File: src/rtl/mips_multicycle_control_pkg.sv
// Shared definitions for the multicycle MIPS control unit: FSM state
// encodings, opcode/funct constants, ALU operation codes, ALU status bit
// positions and the per-state control word.
package mips_multicycle_control_pkg;

    typedef enum logic [3:0] {
        ST_FETCH     = 4'd0,
        ST_DECODE    = 4'd1,
        ST_MEM_ADDR  = 4'd2,
        ST_MEM_READ  = 4'd3,
        ST_MEM_WB    = 4'd4,
        ST_MEM_WRITE = 4'd5,
        ST_R_EXEC    = 4'd6,
        ST_R_WB      = 4'd7,
        ST_BRANCH    = 4'd8,
        ST_JUMP      = 4'd9,
        ST_I_EXEC    = 4'd10,
        ST_I_WB      = 4'd11,
        ST_HALT      = 4'd12
    } state_e;

    localparam logic [5:0] OP_RTYPE = 6'h00;
    localparam logic [5:0] OP_J     = 6'h02;
    localparam logic [5:0] OP_BEQ   = 6'h04;
    localparam logic [5:0] OP_ADDI  = 6'h08;
    localparam logic [5:0] OP_SLTI  = 6'h0A;
    localparam logic [5:0] OP_ANDI  = 6'h0C;
    localparam logic [5:0] OP_ORI   = 6'h0D;
    localparam logic [5:0] OP_LW    = 6'h23;
    localparam logic [5:0] OP_SW    = 6'h2B;

    localparam logic [5:0] FN_SLL = 6'h00;
    localparam logic [5:0] FN_SRL = 6'h02;
    localparam logic [5:0] FN_ADD = 6'h20;
    localparam logic [5:0] FN_SUB = 6'h22;
    localparam logic [5:0] FN_AND = 6'h24;
    localparam logic [5:0] FN_OR  = 6'h25;
    localparam logic [5:0] FN_NOR = 6'h27;
    localparam logic [5:0] FN_SLT = 6'h2A;

    // Codes must match the ALU's own decoder bit-for-bit.
    localparam logic [4:0] ALU_AND = 5'b00000;
    localparam logic [4:0] ALU_OR  = 5'b00001;
    localparam logic [4:0] ALU_ADD = 5'b00010;
    localparam logic [4:0] ALU_SUB = 5'b01010;
    localparam logic [4:0] ALU_SLT = 5'b01011;
    localparam logic [4:0] ALU_NOR = 5'b11000;
    localparam logic [4:0] ALU_SLL = 5'b00100;
    localparam logic [4:0] ALU_SRL = 5'b00101;

    localparam int unsigned STATUS_C = 0;
    localparam int unsigned STATUS_Z = 1;
    localparam int unsigned STATUS_N = 2;
    localparam int unsigned STATUS_V = 3;

    typedef struct packed {
        logic       reg_write;
        logic       reg_dst;
        logic       mem_to_reg;
        logic       mem_read;
        logic       mem_write;
        logic       ior_d;
        logic       ir_write;
        logic       pc_en;
        logic       alu_src_a;
        logic [1:0] alu_src_b;
        logic [1:0] pc_source;
    } ctrl_t;

    // Moore control word for a state; the BEQ pcEn term is added in the top
    // because it depends on the live zero flag.
    function automatic ctrl_t state_ctrl(input state_e s);
        ctrl_t c;
        c = '0;
        case (s)
            ST_FETCH: begin
                c.mem_read  = 1'b1;
                c.ir_write  = 1'b1;
                c.alu_src_b = 2'd1;
                c.pc_en     = 1'b1;
            end
            ST_DECODE:    c.alu_src_b = 2'd3;
            ST_MEM_ADDR: begin
                c.alu_src_a = 1'b1;
                c.alu_src_b = 2'd2;
            end
            ST_MEM_READ: begin
                c.mem_read = 1'b1;
                c.ior_d    = 1'b1;
            end
            ST_MEM_WB: begin
                c.reg_write  = 1'b1;
                c.mem_to_reg = 1'b1;
            end
            ST_MEM_WRITE: begin
                c.mem_write = 1'b1;
                c.ior_d     = 1'b1;
            end
            ST_R_EXEC:    c.alu_src_a = 1'b1;
            ST_R_WB: begin
                c.reg_write = 1'b1;
                c.reg_dst   = 1'b1;
            end
            ST_BRANCH: begin
                c.alu_src_a = 1'b1;
                c.pc_source = 2'd1;
            end
            ST_JUMP: begin
                c.pc_source = 2'd2;
                c.pc_en     = 1'b1;
            end
            ST_I_EXEC: begin
                c.alu_src_a = 1'b1;
                c.alu_src_b = 2'd2;
            end
            ST_I_WB:      c.reg_write = 1'b1;
            default:      c = '0;
        endcase
        return c;
    endfunction

endpackage

File: src/rtl/mips_multicycle_control_alu_decode.sv
// alu_decode: combinational map from (state, opcode, funct) to the ALU
// operation code, plus a flag telling whether funct is a supported R-type op.
//   state_i        state whose ALU operation is wanted
//   opcode_i       instr[31:26]
//   funct_i        instr[5:0]
//   alu_control_o  ALU operation code
//   funct_valid_o  1 when funct_i is a supported R-type function
module alu_decode
    import mips_multicycle_control_pkg::*;
(
    input  state_e     state_i,
    input  logic [5:0] opcode_i,
    input  logic [5:0] funct_i,
    output logic [4:0] alu_control_o,
    output logic       funct_valid_o
);

    // ALU operation selected by state, then by funct or opcode
    always_comb begin
        alu_control_o = ALU_AND;
        case (state_i)
            ST_FETCH, ST_DECODE, ST_MEM_ADDR: alu_control_o = ALU_ADD;
            ST_BRANCH:                        alu_control_o = ALU_SUB;
            ST_R_EXEC: begin
                case (funct_i)
                    FN_ADD:  alu_control_o = ALU_ADD;
                    FN_SUB:  alu_control_o = ALU_SUB;
                    FN_AND:  alu_control_o = ALU_AND;
                    FN_OR:   alu_control_o = ALU_OR;
                    FN_NOR:  alu_control_o = ALU_NOR;
                    FN_SLT:  alu_control_o = ALU_SLT;
                    FN_SLL:  alu_control_o = ALU_SLL;
                    FN_SRL:  alu_control_o = ALU_SRL;
                    default: alu_control_o = ALU_ADD;
                endcase
            end
            ST_I_EXEC: begin
                case (opcode_i)
                    OP_ADDI: alu_control_o = ALU_ADD;
                    OP_ANDI: alu_control_o = ALU_AND;
                    OP_ORI:  alu_control_o = ALU_OR;
                    OP_SLTI: alu_control_o = ALU_SLT;
                    default: alu_control_o = ALU_ADD;
                endcase
            end
            default: alu_control_o = ALU_AND;
        endcase
    end

    // Kept separate from the block above: it must not depend on state, since
    // the FSM feeds it back into its own next-state logic.
    always_comb begin
        funct_valid_o = 1'b0;
        case (funct_i)
            FN_ADD, FN_SUB, FN_AND, FN_OR,
            FN_NOR, FN_SLT, FN_SLL, FN_SRL: funct_valid_o = 1'b1;
            default:                        funct_valid_o = 1'b0;
        endcase
    end

endmodule

File: src/rtl/mips_multicycle_control.sv
// Multicycle MIPS control FSM (Moore). Controls are registered together with
// the state; only pcEn has a live term (zero flag during BRANCH). Strobes are
// masked while reset is high.
//   clock, reset                  clock and synchronous active-high reset
//   instr                         instruction register contents
//   statusIn                      ALU status flags {V,N,Z,C}
//   aluControl/aluStatusIn/aluSrcA/aluSrcB   ALU controls
//   regWrite/regDst/memToReg      register-file controls
//   memRead/memWrite/iorD/irWrite memory and IR controls
//   pcEn/pcSource                 PC update controls
//   illegalOp                     sticky unsupported-instruction flag
//   state                         current FSM state
module mips_multicycle_control
    import mips_multicycle_control_pkg::*;
#(
    parameter int DATA_WIDTH = 32
) (
    input  logic                  clock,
    input  logic                  reset,
    input  logic [DATA_WIDTH-1:0] instr,
    input  logic [3:0]            statusIn,
    output logic [4:0]            aluControl,
    output logic [3:0]            aluStatusIn,
    output logic                  aluSrcA,
    output logic [1:0]            aluSrcB,
    output logic                  regWrite,
    output logic                  regDst,
    output logic                  memToReg,
    output logic                  memRead,
    output logic                  memWrite,
    output logic                  iorD,
    output logic                  irWrite,
    output logic                  pcEn,
    output logic [1:0]            pcSource,
    output logic                  illegalOp,
    output logic [3:0]            state
);

    state_e     state_q;
    state_e     state_d;
    state_e     state_nxt_s;
    ctrl_t      ctrl_q;
    logic [4:0] alu_ctrl_q;
    logic [4:0] alu_ctrl_s;
    logic       funct_valid_s;
    logic       illegal_q;
    logic [5:0] opcode_s;
    logic [5:0] funct_s;
    logic       unused_s;

    assign opcode_s = instr[31:26];
    assign funct_s  = instr[5:0];
    assign unused_s = ^{instr[25:6], statusIn[3:2], statusIn[0]};

    // Next-state logic
    always_comb begin
        state_d = state_q;
        case (state_q)
            ST_FETCH:  state_d = ST_DECODE;
            ST_DECODE: begin
                case (opcode_s)
                    OP_LW, OP_SW:                      state_d = ST_MEM_ADDR;
                    OP_RTYPE:                          state_d = ST_R_EXEC;
                    OP_BEQ:                            state_d = ST_BRANCH;
                    OP_J:                              state_d = ST_JUMP;
                    OP_ADDI, OP_ANDI, OP_ORI, OP_SLTI: state_d = ST_I_EXEC;
                    default:                           state_d = ST_HALT;
                endcase
            end
            ST_MEM_ADDR: begin
                if (opcode_s == OP_LW) begin
                    state_d = ST_MEM_READ;
                end else begin
                    state_d = ST_MEM_WRITE;
                end
            end
            ST_MEM_READ:  state_d = ST_MEM_WB;
            ST_MEM_WB:    state_d = ST_FETCH;
            ST_MEM_WRITE: state_d = ST_FETCH;
            ST_R_EXEC: begin
                if (funct_valid_s) begin
                    state_d = ST_R_WB;
                end else begin
                    state_d = ST_HALT;
                end
            end
            ST_R_WB:   state_d = ST_FETCH;
            ST_BRANCH: state_d = ST_FETCH;
            ST_JUMP:   state_d = ST_FETCH;
            ST_I_EXEC: state_d = ST_I_WB;
            ST_I_WB:   state_d = ST_FETCH;
            ST_HALT:   state_d = ST_HALT;
            default:   state_d = ST_HALT;
        endcase
    end

    // The ALU code is decoded for the state being entered so that it can be
    // registered alongside it.
    assign state_nxt_s = reset ? ST_FETCH : state_d;

    alu_decode u_alu_decode (
        .state_i       (state_nxt_s),
        .opcode_i      (opcode_s),
        .funct_i       (funct_s),
        .alu_control_o (alu_ctrl_s),
        .funct_valid_o (funct_valid_s)
    );

    // State, registered control word and sticky illegal flag
    always_ff @(posedge clock) begin
        if (reset) begin
            state_q    <= ST_FETCH;
            ctrl_q     <= state_ctrl(ST_FETCH);
            alu_ctrl_q <= alu_ctrl_s;
            illegal_q  <= 1'b0;
        end else begin
            state_q    <= state_d;
            ctrl_q     <= state_ctrl(state_d);
            alu_ctrl_q <= alu_ctrl_s;
            illegal_q  <= illegal_q | (state_d == ST_HALT);
        end
    end

    assign state       = state_q;
    assign illegalOp   = illegal_q;
    assign aluStatusIn = 4'b0000;
    assign aluControl  = alu_ctrl_q;
    assign aluSrcA     = ctrl_q.alu_src_a;
    assign aluSrcB     = ctrl_q.alu_src_b;
    assign regDst      = ctrl_q.reg_dst;
    assign memToReg    = ctrl_q.mem_to_reg;
    assign iorD        = ctrl_q.ior_d;
    assign pcSource    = ctrl_q.pc_source;
    assign regWrite    = ctrl_q.reg_write & ~reset;
    assign memRead     = ctrl_q.mem_read  & ~reset;
    assign memWrite    = ctrl_q.mem_write & ~reset;
    assign irWrite     = ctrl_q.ir_write  & ~reset;
    assign pcEn        = (ctrl_q.pc_en | ((state_q == ST_BRANCH) & statusIn[STATUS_Z])) & ~reset;

endmodule

File: config.mk
export PLATFORM = sky130hd
export DESIGN_NAME = mips_multicycle_control
export DESIGN_NICKNAME = d
export VERILOG_FILES = /design/src/rtl/mips_multicycle_control_pkg.sv /design/src/rtl/mips_multicycle_control_alu_decode.sv /design/src/rtl/mips_multicycle_control.sv
export SDC_FILE = /design/constraint.sdc
export NUM_CORES = 1
export LEC_CHECK = 0
export BUFFER_PORTS_ARGS = -buffer_cell sky130_fd_sc_hd__buf_2
export CAP_MARGIN = 20
export CORE_AREA = 2 2 86 47
export CTS_BUF_LIST = sky130_fd_sc_hd__clkbuf_4 sky130_fd_sc_hd__clkbuf_8 sky130_fd_sc_hd__clkbuf_16
export CTS_CLUSTER_SIZE = 20
export DETAILED_ROUTE_END_ITERATION = 8
export DIE_AREA = 0 0 88 49
export PLACE_DENSITY_LB_ADDON = 0.3
export REMOVE_ABC_BUFFERS = 1
export SKIP_LAST_GASP = 1
export SYNTH_ARGS = -nofsm -noshare
export SYNTH_HDL_FRONTEND = slang
export SYNTH_SLANG_ARGS = --single-unit
File: constraint.sdc
create_clock -name clock -period 2 [get_ports clock]
set_input_delay 0.1 -clock clock [delete_from_list [all_inputs] [get_ports clock]]
set_output_delay 0.1 -clock clock [all_outputs]
set_load 0.01 [all_outputs]
# Yosys cells after proc, flatten, opt, wreduce, memory -nomap -nowiden
# Index checks and enable logic that the tools add are counted.
# word_totals
inputBits,38
wordCells,102
out_inout_bits,27
ff_bits,23
# classes
bitwise_logic,9
n_eq_ne,43
mux,20
n_reduce_logical,16
# ops
operator,count
$eq 6x6->1 const B,8
$eq 4x4->1 const B,11
$eq 4x3->1 const B,9
$pmux 5 s7,1
$pmux 4 s7,1
$eq 6x4->1 const B,4
$eq 4x2->1 const B,5
$pmux 4 s5,1
$pmux 5 s4,1
$eq 4x1->1 const B,3
$eq 6x2->1 const B,2
$logic_not 4->1,3
$logic_not 6->1,2
$pmux 4 s3,1
$mux 1,10
$reduce_or 2->1,5
$mux 4,2
$reduce_or 4->1,2
$reduce_or 8->1,1
$and 1x1->1,6
$eq 6x3->1 const B,1
$pmux 2 s3,1
$reduce_or 3->1,2
$reduce_or 6->1,1
other kinds (4),5

# Depth between registers and ports, before layout
# logic_depth
word_depth,9
mapped_depth,8
mapped_depth_nobuf,6

# Cells and area by module
# From an unflattened synthesis, not the netlist that was laid out.
# hier_totals
cells_unflattened,154
hier_area_um2,1326.3
# modules_own_cells
mod,seq_area_each_um2,cells_each,area_each_um2,n_inst
mips_multicycle_control,460.4,116,1081.0,1
alu_decode,0.0,38,245.2,1

# Worst setup path before layout
# Ideal clock, no wire load.
# synth_path
kind,register to register
start,"register state_q[0], in the netlist state[0]"
end,"register alu_ctrl_q[1], in the netlist aluControl[1]"
setup_ns,0.062
path_buffers,1
arrival_time_ns,1.886
stages_incl_launch_ff,7
period_less_slack_ns,1.949
required_time_ns,1.938
setup_slack_ns,0.051
path_cell_list,dfxtp_1 buf_2 or4b_4 o21bai_1 o311a_4 or4_1 nand3_1
# synth_between
elab_chain_cells,7
word_cells_on_any_way,23
classes_between,eq/ne: 16; mux: 3; reduce/logical: 4
# synth_lines
element,line_no,source
from (decl),mips_multicycle_control.sv:39,state_e state_q;
from (signal assigned),mips_multicycle_control.sv:117,state_q <= state_d;
$eq 4x4->1 or $eq 4x3->1 (tied branches),mips_multicycle_control.sv:58,case (state_q)
$reduce_or 6->1 (no source line),-,
$pmux 4 s7 *,mips_multicycle_control.sv:58,
$mux 4 *,-,
"$eq 4x1->1, or another cell as far along",mips_multicycle_control_alu_decode.sv:21,case (state_i)
$reduce_or 3->1,mips_multicycle_control_alu_decode.sv:21,
$pmux 5 s4 *,mips_multicycle_control_alu_decode.sv:21,
net alu_ctrl_s[1],mips_multicycle_control.sv:44,logic [4:0] alu_ctrl_s;
to (signal assigned),mips_multicycle_control.sv:114,alu_ctrl_q <= alu_ctrl_s;
to (signal assigned),mips_multicycle_control.sv:119,alu_ctrl_q <= alu_ctrl_s;
to (decl),mips_multicycle_control.sv:43,logic [4:0] alu_ctrl_q;
# Mark *: on every way through the listed nets, which the timed path passes. The rest lies on a longest branch.
# A chain may end at the register's enable or synchronous reset.

# Final worst setup path
# layout_path
start,"register state_q[1], in the netlist state[1]"
end,"register alu_ctrl_q[1], in the netlist aluControl[1]"
# Same word-level chain as after synthesis.

==> flow_summary.toml <==
[run_status]
outcome = "completed"

[pwr]
pwr-share-seq_pct = 35.6
total_power_mw = 1.62
power.switching_uw = 602
p_clk_share_pct = 18.7
p_int_mw = 1.01
swShare_pct = 37.3
ir_drop_mv = 0.556
powerDensity_nw_per_um2 = 960
p_leak_nw = 0.717
combinationalPowerShare_pct = 45.7

[yosys]
syn_area_um2 = 1370
synth-edff-count = 0
synth.most_common_cell = "dfxtp_1"
netlist.area_leader.share_pct = 33.7
synthCells = 162
synth_ff_type = "dfxtp_1"
synth.top_cells.by_area = "dfxtp_1 (34%), buf_4 (4.9%), nor2_1 (4.9%), nor2b_1 (3.7%), nand2b_1 (2.7%)"
ys_seq_elements = 23
ys_warn_count = 0
yosysTopAreaCell = "dfxtp_1"
synth-async-reset-ratio_pct = 0
seq_area_frac_synth_pct = 33.7
yosys-top-cells-count = "dfxtp_1 (23), nor2_1 (18), buf_4 (9), nand2_1 (9), nor2b_1 (8)"
avgSynthCellArea_um2 = 8.43
yosysUniqueCellTypes = 55

[floorplan]
coreArea_um2 = 3620
ioPinCount = 65
dieArea_um2 = 4310
initial_core_util_pct = 37.7
die_w_um = 88
num_rows = 16
die_h_um = 49

[global_routing]
grt_pass1_vias = 1140
overflow = 0
use_met1_pct = 29.3
grt_max_degree = 21
grt_pass1_wl_mm = 5.87
grt_use_total_pct = 17.4
use_met2_pct = 21.5
grt.busiest_layer = "met1"
grtUsageMet3_pct = 5.25
antenna_found_initial = 0

[cells_and_area]
regArea_um2 = 462
final_nets = 243
multi_input_area_um2 = 800
area_growth_pct = 23.3
nFillCells = 364
final_cells = 258
post-route-util_pct = 46.4
drive_gt1_share_pct = 31.9
n_antenna_cell = 0

[clock_tree]
ctsLongestPathBuffers = 2
cts_tree = "done"
clkTransAtPathRegs_ns = 0.09
cts.sinks = 23
htreeDepth = 1
root_buffer = "clkbuf_8"
cts_made_buffers = 3
clock_latency_ns = 0.27

[detailed_routing]
vias_per_cell = 5.09
drtPass1Iterations = 4
wl_per_cell_um = 13.3
num_vias = 1314
drtIter0Drc = 93
drc = 0
drtAntennaViolNets = 0
postRouteWirelength_mm = 3.44

[min_path]
hp-start = "instr[3]"
holdCritPathClass = "input pin to register"

[critical_path]
crit_start = "state[1]"
endpoint_kind = "register"
r2r_start = "state[1]"
arrival_ns = 2.10
crit_required_ns = 2.22
crit_type = "register to register"
worstPathMaxFanout = 7
startpoint_type = "register"

[timing]
finalMaxSlewViolations = 0
period_share_pct = 93.9
hold_viol_final = 0
fmax_mhz = 532
clock-skew-final_ns = 0.00550
period_needed_ns = 1.88
finalSetupViolations = 0
setup_tns_ns = 0

[job]
cap_violations = 0

[placement]
port_buffers = 37
gp_congestion = 0.876
hpwl_mm = 2.63
placedCellCount = 253
stage by stage:
step	cell area [µm²]	setup WS (ns)	hold slack (ns)
3_3_place_gp	1620	0.0474	0.360
5_1_grt	1680	-0.00343	0.0781
2_1_floorplan	1280	0.0380	0.169
4_1_cts	1670	0.0709	0.0653
6_report	1680	0.122	0.0753
3_5_place_dp	1620	0.0911	0.356
layout make-up:
cell class	count	area share (%)
flip-flops and latches	23	27.4
clock buffers	3	2.45
multi-input cells	121	47.5
clock inverters	1	0.446
inverters	6	1.34
repair buffers	50	16.8
well taps	54	4.01
final timing paths:
kind,endpoint,slack [ns],cells after the start
worst min-delay path,aluControl[2],0.08,2
worst max-delay path,aluControl[1],0.12,5
worst max register to register,aluControl[1],0.12,5
worst min register to register,illegalOp,0.47,1
sequential cells by signal, indices dropped and copies added, names as in the netlist:
register / count
aluControl: 5
aluSrcA: 1
aluSrcB: 2
ctrl_q: 5
illegalOp: 1
iorD: 1
memToReg: 1
pcSource: 2
regDst: 1
state: 4
worst max-delay path: stages (launching register included):
cell and delay [ns]:
dfxtp_1 0.32, or4b_4 0.55, o21bai_1 0.19, o311a_4 0.16
or4_1 0.51, nand3_1 0.10
layout by cell type (no fill, tap or decap), drive strengths merged, types with 3 or more instances in the layout:
cell type,n
o211ai,3
nor3b,3
dfxtp,23
nor2,18
a31oi,5
a21oi,6
clkbuf,3
nand2b,6
nand3,4
buf,50
o21ai,5
and2,4
inv,6
nor3,5
xnor2,3
nor2b,8
conb,4
nand2,9
kinds of logic after synthesis:
logic type | share of synthesized area (%)
xor+xnor | 1.93
other cells | 0.275
simple gates | 30.6
buf+inv | 8.98
flops | 33.7
fa+ha+maj | 0.733
compound gates | 23.7
repair_timing:
action                     4_1_cts  5_1_grt
buffers inserted                 0        1
setup endpoints to repair        0        7
resized for setup                0        2
hold buffers                     0        0
metal layers:
layer / routed length [µm] / vias up
li1: - / 660
met1: 1880 / 593
met2: 1230 / 59
met3: 326 / 2
met4: 11 / 0
met5: 0 / -
power by group through the flow:
stage / registers, mW / clock network, mW / logic, mW
floorplan: 0.631 / 0 / 0.390
global placement: 0.586 / 0 / 0.708
detailed placement: 0.587 / 0 / 0.710
CTS: 0.577 / 0.315 / 0.714
global route: 0.588 / 0.333 / 0.821
finish: 0.576 / 0.302 / 0.738
Note: power is estimated with default switching activity, not from simulation.
